<file path="config.mk">
export PLATFORM = sky130hd
export DESIGN_NAME = eth_latency_tracker
export DESIGN_NICKNAME = d
export VERILOG_FILES = /design/src/rtl/eth_latency_tracker.sv
export SDC_FILE = /design/constraint.sdc
export NUM_CORES = 2
export LEC_CHECK = 0
export CAP_MARGIN = 5
export CORE_ASPECT_RATIO = 0.8
export CORE_MARGIN = 5
export CORE_UTILIZATION = 32
export DETAILED_ROUTE_END_ITERATION = 8
export SLEW_MARGIN = 10
export SYNTH_ARGS = -nofsm -noshare
export SYNTH_HDL_FRONTEND = slang
export SYNTH_SLANG_ARGS = --single-unit
</file>
<file path="constraint.sdc">
create_clock -name clk -period 35 [get_ports clk]
set_clock_uncertainty 0.2 [all_clocks]
set_input_delay 3.5 -clock clk [delete_from_list [all_inputs] [get_ports clk]]
set_output_delay 3.5 -clock clk [all_outputs]
set_load 0.03 [all_outputs]
</file>
<file path="src/rtl/eth_latency_tracker.sv">
// eth_latency_tracker
//   Measures ping/pong round-trip latency on NUM_CHANNELS independent
//   channels. A tx event arms a channel with a timestamp and sequence
//   number. A matching rx event produces a latency result. A round-robin
//   scanner retires pings older than `timeout` as lost. Results are queued
//   in a FIFO_DEPTH-entry FIFO. Results that arrive while the FIFO is full
//   are dropped and counted.
//
// Optional feature: define ETH_LATENCY_TRACKER_STATS_EN to build the
//   per-channel statistics (ok/lost counts, min/max latency). When it is
//   undefined, stat_* are tied to 0.
//
// Ports
//   clk, rst                     clock, async active-high reset
//   current_time, time_running   timestamp source and timer enable
//   clear                        synchronous flush of all state
//   timeout                      loss threshold (0 = never time out)
//   tx_valid/tx_channel/tx_seq   ping sent
//   rx_valid/rx_channel/rx_seq   pong received
//   res_valid/res_ready          result FIFO handshake
//   res_channel/res_lost/res_latency  FIFO head
//   res_drops                    saturating count of dropped results
//   stat_sel                     channel for stat_* (registered outputs)
//   stat_ok/stat_lost/stat_min/stat_max  statistics of selected channel
module eth_latency_tracker #(
  parameter  int NUM_CHANNELS = 4,
  parameter  int SEQ_WIDTH    = 16,
  parameter  int FIFO_DEPTH   = 8,
  localparam int CW           = (NUM_CHANNELS > 1) ? $clog2(NUM_CHANNELS) : 1,
  localparam int AW           = $clog2(FIFO_DEPTH)
) (
  input  logic                 clk,
  input  logic                 rst,
  input  logic [63:0]          current_time,
  input  logic                 time_running,
  input  logic                 clear,
  input  logic [31:0]          timeout,
  input  logic                 tx_valid,
  input  logic [CW-1:0]        tx_channel,
  input  logic [SEQ_WIDTH-1:0] tx_seq,
  input  logic                 rx_valid,
  input  logic [CW-1:0]        rx_channel,
  input  logic [SEQ_WIDTH-1:0] rx_seq,
  output logic                 res_valid,
  input  logic                 res_ready,
  output logic [CW-1:0]        res_channel,
  output logic                 res_lost,
  output logic [63:0]          res_latency,
  output logic [15:0]          res_drops,
  input  logic [CW-1:0]        stat_sel,
  output logic [31:0]          stat_ok,
  output logic [31:0]          stat_lost,
  output logic [63:0]          stat_min,
  output logic [63:0]          stat_max
);

  typedef struct packed {
    logic [CW-1:0] ch;
    logic          lost;
    logic [63:0]   lat;
  } res_t;

  // Channel state
  logic [NUM_CHANNELS-1:0] wait_q, wait_d;
  logic [63:0]             ts_q  [NUM_CHANNELS];
  logic [SEQ_WIDTH-1:0]    seq_q [NUM_CHANNELS];

  // Result FIFO
  res_t          mem_q [FIFO_DEPTH];
  logic [AW-1:0] wr_q, rd_q;
  logic [AW:0]   cnt_q;
  logic [15:0]   drops_q;

  // Scanner
  logic [CW-1:0] scan_q, scan_d;

  logic        tx_inr, rx_inr;
  logic        tx_in, rx_match, overrun;
  logic [63:0] rx_lat, scan_age;
  logic        full, deq, can_enq;
  logic        scan_exp, scan_hold, scan_fire;
  logic        enq_req, enq, drop;
  res_t        enq_data, head;

  // Channel numbers beyond NUM_CHANNELS are only possible when the channel
  // count is not a power of two.
  if (NUM_CHANNELS == (1 << CW)) begin : g_full_range
    assign tx_inr = 1'b1;
    assign rx_inr = 1'b1;
  end else begin : g_part_range
    assign tx_inr = ({1'b0, tx_channel} < (CW+1)'(NUM_CHANNELS));
    assign rx_inr = ({1'b0, rx_channel} < (CW+1)'(NUM_CHANNELS));
  end

  assign tx_in    = tx_valid && time_running && tx_inr;
  assign rx_match = rx_valid && rx_inr && wait_q[rx_channel] &&
                    (seq_q[rx_channel] == rx_seq);
  assign rx_lat   = current_time - ts_q[rx_channel];

  assign full     = (cnt_q == (AW+1)'(FIFO_DEPTH));
  assign deq      = res_valid && res_ready;
  // A dequeue in the same cycle frees the slot an enqueue needs.
  assign can_enq  = !full || deq;

  assign scan_age  = current_time - ts_q[scan_q];
  assign scan_exp  = wait_q[scan_q] && (timeout != 32'd0) &&
                     (scan_age > {32'd0, timeout});
  assign scan_hold = rx_match || !can_enq || !time_running;
  assign scan_fire = !scan_hold && scan_exp;
  assign scan_d    = scan_hold ? scan_q :
                     (scan_q == CW'(NUM_CHANNELS-1)) ? '0 : scan_q + CW'(1);

  assign enq_req  = rx_match || scan_fire;
  assign enq      = enq_req && can_enq;
  assign drop     = rx_match && !can_enq;
  assign enq_data = rx_match ? '{ch: rx_channel, lost: 1'b0, lat: rx_lat}
                             : '{ch: scan_q,     lost: 1'b1, lat: 64'd0};

  // rx and the scanner act on the old state first; tx then re-arms. An
  // overrun is a tx that finds the channel still waiting after that.
  always_comb begin
    wait_d = wait_q;
    if (rx_match)  wait_d[rx_channel] = 1'b0;
    if (scan_fire) wait_d[scan_q]     = 1'b0;
    overrun = tx_in && wait_d[tx_channel];
    if (tx_in)     wait_d[tx_channel] = 1'b1;
  end

  always_ff @(posedge clk or posedge rst) begin
    if (rst) begin
      wait_q  <= '0;
      wr_q    <= '0;
      rd_q    <= '0;
      cnt_q   <= '0;
      scan_q  <= '0;
      drops_q <= '0;
      for (int i = 0; i < NUM_CHANNELS; i++) begin
        ts_q[i]  <= '0;
        seq_q[i] <= '0;
      end
    end else if (clear) begin
      wait_q  <= '0;
      wr_q    <= '0;
      rd_q    <= '0;
      cnt_q   <= '0;
      scan_q  <= '0;
      drops_q <= '0;
    end else begin
      wait_q <= wait_d;
      scan_q <= scan_d;
      if (tx_in) begin
        ts_q[tx_channel]  <= current_time;
        seq_q[tx_channel] <= tx_seq;
      end
      if (enq) wr_q <= wr_q + AW'(1);
      if (deq) rd_q <= rd_q + AW'(1);
      cnt_q <= cnt_q + (AW+1)'(enq) - (AW+1)'(deq);
      if (drop && (drops_q != 16'hFFFF)) drops_q <= drops_q + 16'd1;
    end
  end

  // Storage only; occupancy is tracked by cnt_q, so no reset is needed.
  always_ff @(posedge clk) begin
    if (enq && !clear) mem_q[wr_q] <= enq_data;
  end

  assign head        = mem_q[rd_q];
  assign res_valid   = (cnt_q != '0);
  assign res_channel = res_valid ? head.ch   : '0;
  assign res_lost    = res_valid ? head.lost : 1'b0;
  assign res_latency = res_valid ? head.lat  : 64'd0;
  assign res_drops   = drops_q;

`ifdef ETH_LATENCY_TRACKER_STATS_EN
  logic [31:0] ok_q   [NUM_CHANNELS];
  logic [31:0] lost_q [NUM_CHANNELS];
  logic [63:0] min_q  [NUM_CHANNELS];
  logic [63:0] max_q  [NUM_CHANNELS];
  logic [31:0] stat_ok_q, stat_lost_q;
  logic [63:0] stat_min_q, stat_max_q;

  always_ff @(posedge clk or posedge rst) begin
    if (rst) begin
      for (int i = 0; i < NUM_CHANNELS; i++) begin
        ok_q[i]   <= '0;
        lost_q[i] <= '0;
        min_q[i]  <= '1;
        max_q[i]  <= '0;
      end
      stat_ok_q   <= '0;
      stat_lost_q <= '0;
      stat_min_q  <= '1;
      stat_max_q  <= '0;
    end else if (clear) begin
      for (int i = 0; i < NUM_CHANNELS; i++) begin
        ok_q[i]   <= '0;
        lost_q[i] <= '0;
        min_q[i]  <= '1;
        max_q[i]  <= '0;
      end
      stat_ok_q   <= '0;
      stat_lost_q <= '0;
      stat_min_q  <= '1;
      stat_max_q  <= '0;
    end else begin
      for (int i = 0; i < NUM_CHANNELS; i++) begin
        if (rx_match && (rx_channel == CW'(i))) begin
          ok_q[i] <= ok_q[i] + 32'd1;
          if (rx_lat < min_q[i]) min_q[i] <= rx_lat;
          if (rx_lat > max_q[i]) max_q[i] <= rx_lat;
        end
        // Timeout and overrun can hit different channels in one cycle.
        lost_q[i] <= lost_q[i]
                   + 32'(scan_fire && (scan_q == CW'(i)))
                   + 32'(overrun && (tx_channel == CW'(i)));
      end
      stat_ok_q   <= ok_q[stat_sel];
      stat_lost_q <= lost_q[stat_sel];
      stat_min_q  <= min_q[stat_sel];
      stat_max_q  <= max_q[stat_sel];
    end
  end

  assign stat_ok   = stat_ok_q;
  assign stat_lost = stat_lost_q;
  assign stat_min  = stat_min_q;
  assign stat_max  = stat_max_q;
`else
  wire unused_stat = ^{stat_sel, overrun};
  assign stat_ok   = '0;
  assign stat_lost = '0;
  assign stat_min  = '0;
  assign stat_max  = '0;
`endif

endmodule

</file>
==> results.yml <==
clocking:
  cts_tree: "built"
  cts_hold_buffers: 0
  cts_num_sinks: 888
  cts_root_buffer: "clkbuf_16"
  cts-buffers-inserted: 96
  cts_setup_buffers: 0
  clk_pin_slew_ps: 60
  h-tree-depth: 3
  clockBufferDepth: 3
  post_cts_resized: 0
  clkLatencyLatePin_ps: 720
pwr:
  combPwrFrac_pct: 34.8
  swShare_pct: 34.6
  power_frac_seq_pct: 35.4
  max-vdd-ir-drop_mv: 0.0392
  switching_power_mw: 1.24
  total_leakage_power_nw: 21.9
  power.share.clock_pct: 29.8
  cellPowerDensity_mw_per_mm2: 64.8
  p_int_mw: 2.35
placement:
  dpl.hpwl_mm: 89.1
  gp_congestion: 0.920
  postPlaceCellArea_mm2: 0.0521
  port_buffers: 222
  pre_cts_ws_ps: 23170
detailed_routing:
  drc: 0
  wire_per_inst_um: 22.1
  wl_mm: 130
  vias: 30200
  drt_iter0_drc: 2069
  dr.pass1.iters: 7
  ant_nets: 0
  via_per_inst: 5.12
setup_path:
  required_ps: 35140
  cp_slowest_stage_delay_ps: 800
  cp_slowest_cell: "nor4_1"
  cp_max_fo: 47
  r2r_end: "mem_q[4][20]"
  setup.worst_path.start: "current_time[1]"
  r2r_cells: 27
  crit_arrival_ps: 11200
  crit_path_start_kind: "primary input"
  path_class: "in2reg"
  r2r-start: "scan_q[0]"
  critPathCaptureType: "register"
  reg2reg_setup_slack_ps: 25520
  critPathCapture: "mem_q[4][20]"
global_route:
  grt_max_degree: 163
  antenna_found_initial: 31
  grt_pass1_wl_mm: 195
  gr-total-overflow: 0
  grt_usage_pct: 16.0
  grt_pass1_vias: 30200
timing:
  max_clock_freq_ghz: 0.0904
  fin_crit_ps: 11060
  setup_tns_ps: 0
  hold_viol: 0
  setup_violations: 0
  slew_headroom_pct: 17.2
  drv_slew: 0
  setup_slack_ps: 23940
  worst_pin_slew_ps: 1210
  finalCritPeriodShare_pct: 31.6
  rsz0062_at_grt: "no"
status:
  status: "completed"
logic_synthesis:
  yosys_warnings: 0
  ys_seq_area_share_pct: 51.4
  async_reset_ff_share_pct: 39.6
  synth.avg_cell_area_um2: 13.4
  postSynthCellCount: 3616
  synth-seq-cells: 888
  syn_area_mm2: 0.0485
  ys_types: 98
  synth_ff_type: "edfxtp_1"
  synth-edff-count: 536
finish:
  drive_gt1_share_pct: 21.8
  design_area_mm2: 0.0555
  ff_latch_area_mm2: 0.0249
  n_fill_cell: 14300
  final_nets: 4125
  synthToLayoutAreaGrowth_pct: 14.6
  multiInputGateArea_mm2: 0.0214
  utilization_pct: 37.0
die:
  rows: 127
  core_area_mm2: 0.150
  die_area_mm2: 0.159
  die_y_um: 358
  ios: 417
  die_w_um: 445
  start_util_pct: 32.3
min_path:
  worst_hold_startpoint: "seq_q[35]"
  timing.hold.worst.class: "reg2reg"
job:
  drv_cap: 0
==> per-layer routing <==
metal	global-route usage (%)	wire (µm)	share of wire, %	vias to the layer above
li1	-	-	-	13700
met1	22.4	58900	45	15500
met2	25.1	60500	46	746
met3	3.40	7180	5.5	182
met4	4.50	3480	2.7	8
met5	0	56	0.043	-
==> cell type report <==
type	count	share of cell area [%]
inverters	207	1.41
clock buffers	125	4.65
well taps	1999	4.50
repair buffers	264	4.61
flip-flops and latches	888	44.9
clock inverters	49	1.38
multi-input cells	2351	38.5
diodes	16	0.0721
==> critical path, delay by kind of cell <==
| family | cells | cell delay [ps] |
|---|---|---|
| AOI/OAI and AO/OA | 9 | 1880 |
| xor gates and xnor gates | 1 | 140 |
| buffers and inverters | 3 | 1380 |
| and+or+nand+nor | 10 | 3540 |
| adders and majority gates | 2 | 620 |
==> cells by family (layout without fill, tap and decap cells) <==
logic type | Yosys count | after routing | share of synthesized area (%)
AOI/OAI and AO/OA | 521 | 521 | 6.98
xor gates and xnor gates | 130 | 130 | 2.35
adders and majority gates | 176 | 176 | 4.59
buffers and inverters | 568 | 645 | 6.18
DFF | 888 | 888 | 51.4
muxes | 675 | 675 | 22.0
other | 1 | 208 | 0.00774
and+or+nand+nor | 657 | 657 | 6.52
==> metrics by stage <==
| stage | hold slack, ps | power [mW] | std cells |
|---|---|---|---|
| floorplan | 261 | 2.20 | 3807 |
| global placement | 277 | 2.53 | 5709 |
| detailed placement | 292 | 2.54 | 5709 |
| CTS | 306 | 3.63 | 5883 |
| global route | 316 | 3.80 | 5892 |
| finish | 298 | 3.60 | 5899 |
==> cell usage in the layout, fill, tap and decap left out, types with 41 or more instances in the layout <==
| cell type | netlist | final |
|---|---|---|
| mux2i_1 | 76 | 76 |
| nand2_1 | 143 | 142 |
| dfrtp_1 | 352 | 347 |
| xor2_1 | 61 | 61 |
| mux4_2 | 280 | 280 |
| a21oi_1 | 168 | 168 |
| ha_1 | 173 | 173 |
| mux2_2 | 319 | 319 |
| nor2_1 | 240 | 239 |
| clkdlybuf4s50_1 | 0 | 220 |
| clkbuf_16 | 0 | 97 |
| xnor2_1 | 69 | 69 |
| a21o_1 | 53 | 53 |
| nor3_1 | 49 | 44 |
| nand4_1 | 58 | 58 |
| inv_1 | 206 | 205 |
| conb_1 | 1 | 192 |
| o21ai_0 | 93 | 93 |
| edfxtp_1 | 536 | 536 |
| buf_4 | 193 | 41 |
==> state kept, by name (all words and copies together) (netlist names) <==
register,flops
mem_q,536
res_drops,16
ts_q,256
scan_q,2
seq_q,64
wr_q,3
cnt_q,4
rd_q,3
wait_q,4
==> power groups by stage <==
stage	sequential (mW)	clock, mW	combinational [mW]
floorplan	1.25	0	0.944
finish	1.27	1.07	1.25
global route	1.29	1.14	1.37
CTS	1.27	1.10	1.25
global placement	1.29	0	1.24
detailed placement	1.29	0	1.25
==> cell usage after synthesis, types with 21 or more instances <==
cell      number  area [µm²]
clkbuf_1     117         439
a21oi_1      168         841
buf_4        193        1450
edfxtp_1     536       16100
nor2_1       240         901
xnor2_1       69         604
o21a_1        34         255
nand4_1       58         363
dfrtp_1      352        8810
ha_1         173        2160
xor2_1        61         534
mux2i_1       76         761
nand3_1       37         185
inv_1        206         773
o211ai_1      22         165
a21o_1        53         398
o21bai_1      23         173
o21ai_0       93         465
mux2_2       319        3590
buf_1         28         105
nor4_1        21         131
nor3_1        49         245
mux4_2       280        6310
nand2_1      143         537
==> how the worst min path moves through the flow <==
stage	endpoint	slack [ps]	cells after the start
finish	seq_q[35]	300	1
global route	seq_q[47]	320	1
CTS	seq_q[35]	310	1
detailed placement	seq_q[44]	290	1
global placement	ts_q[0]	280	2
floorplan	ts_q[0]	260	2
(Power assumes the default switching activity.)
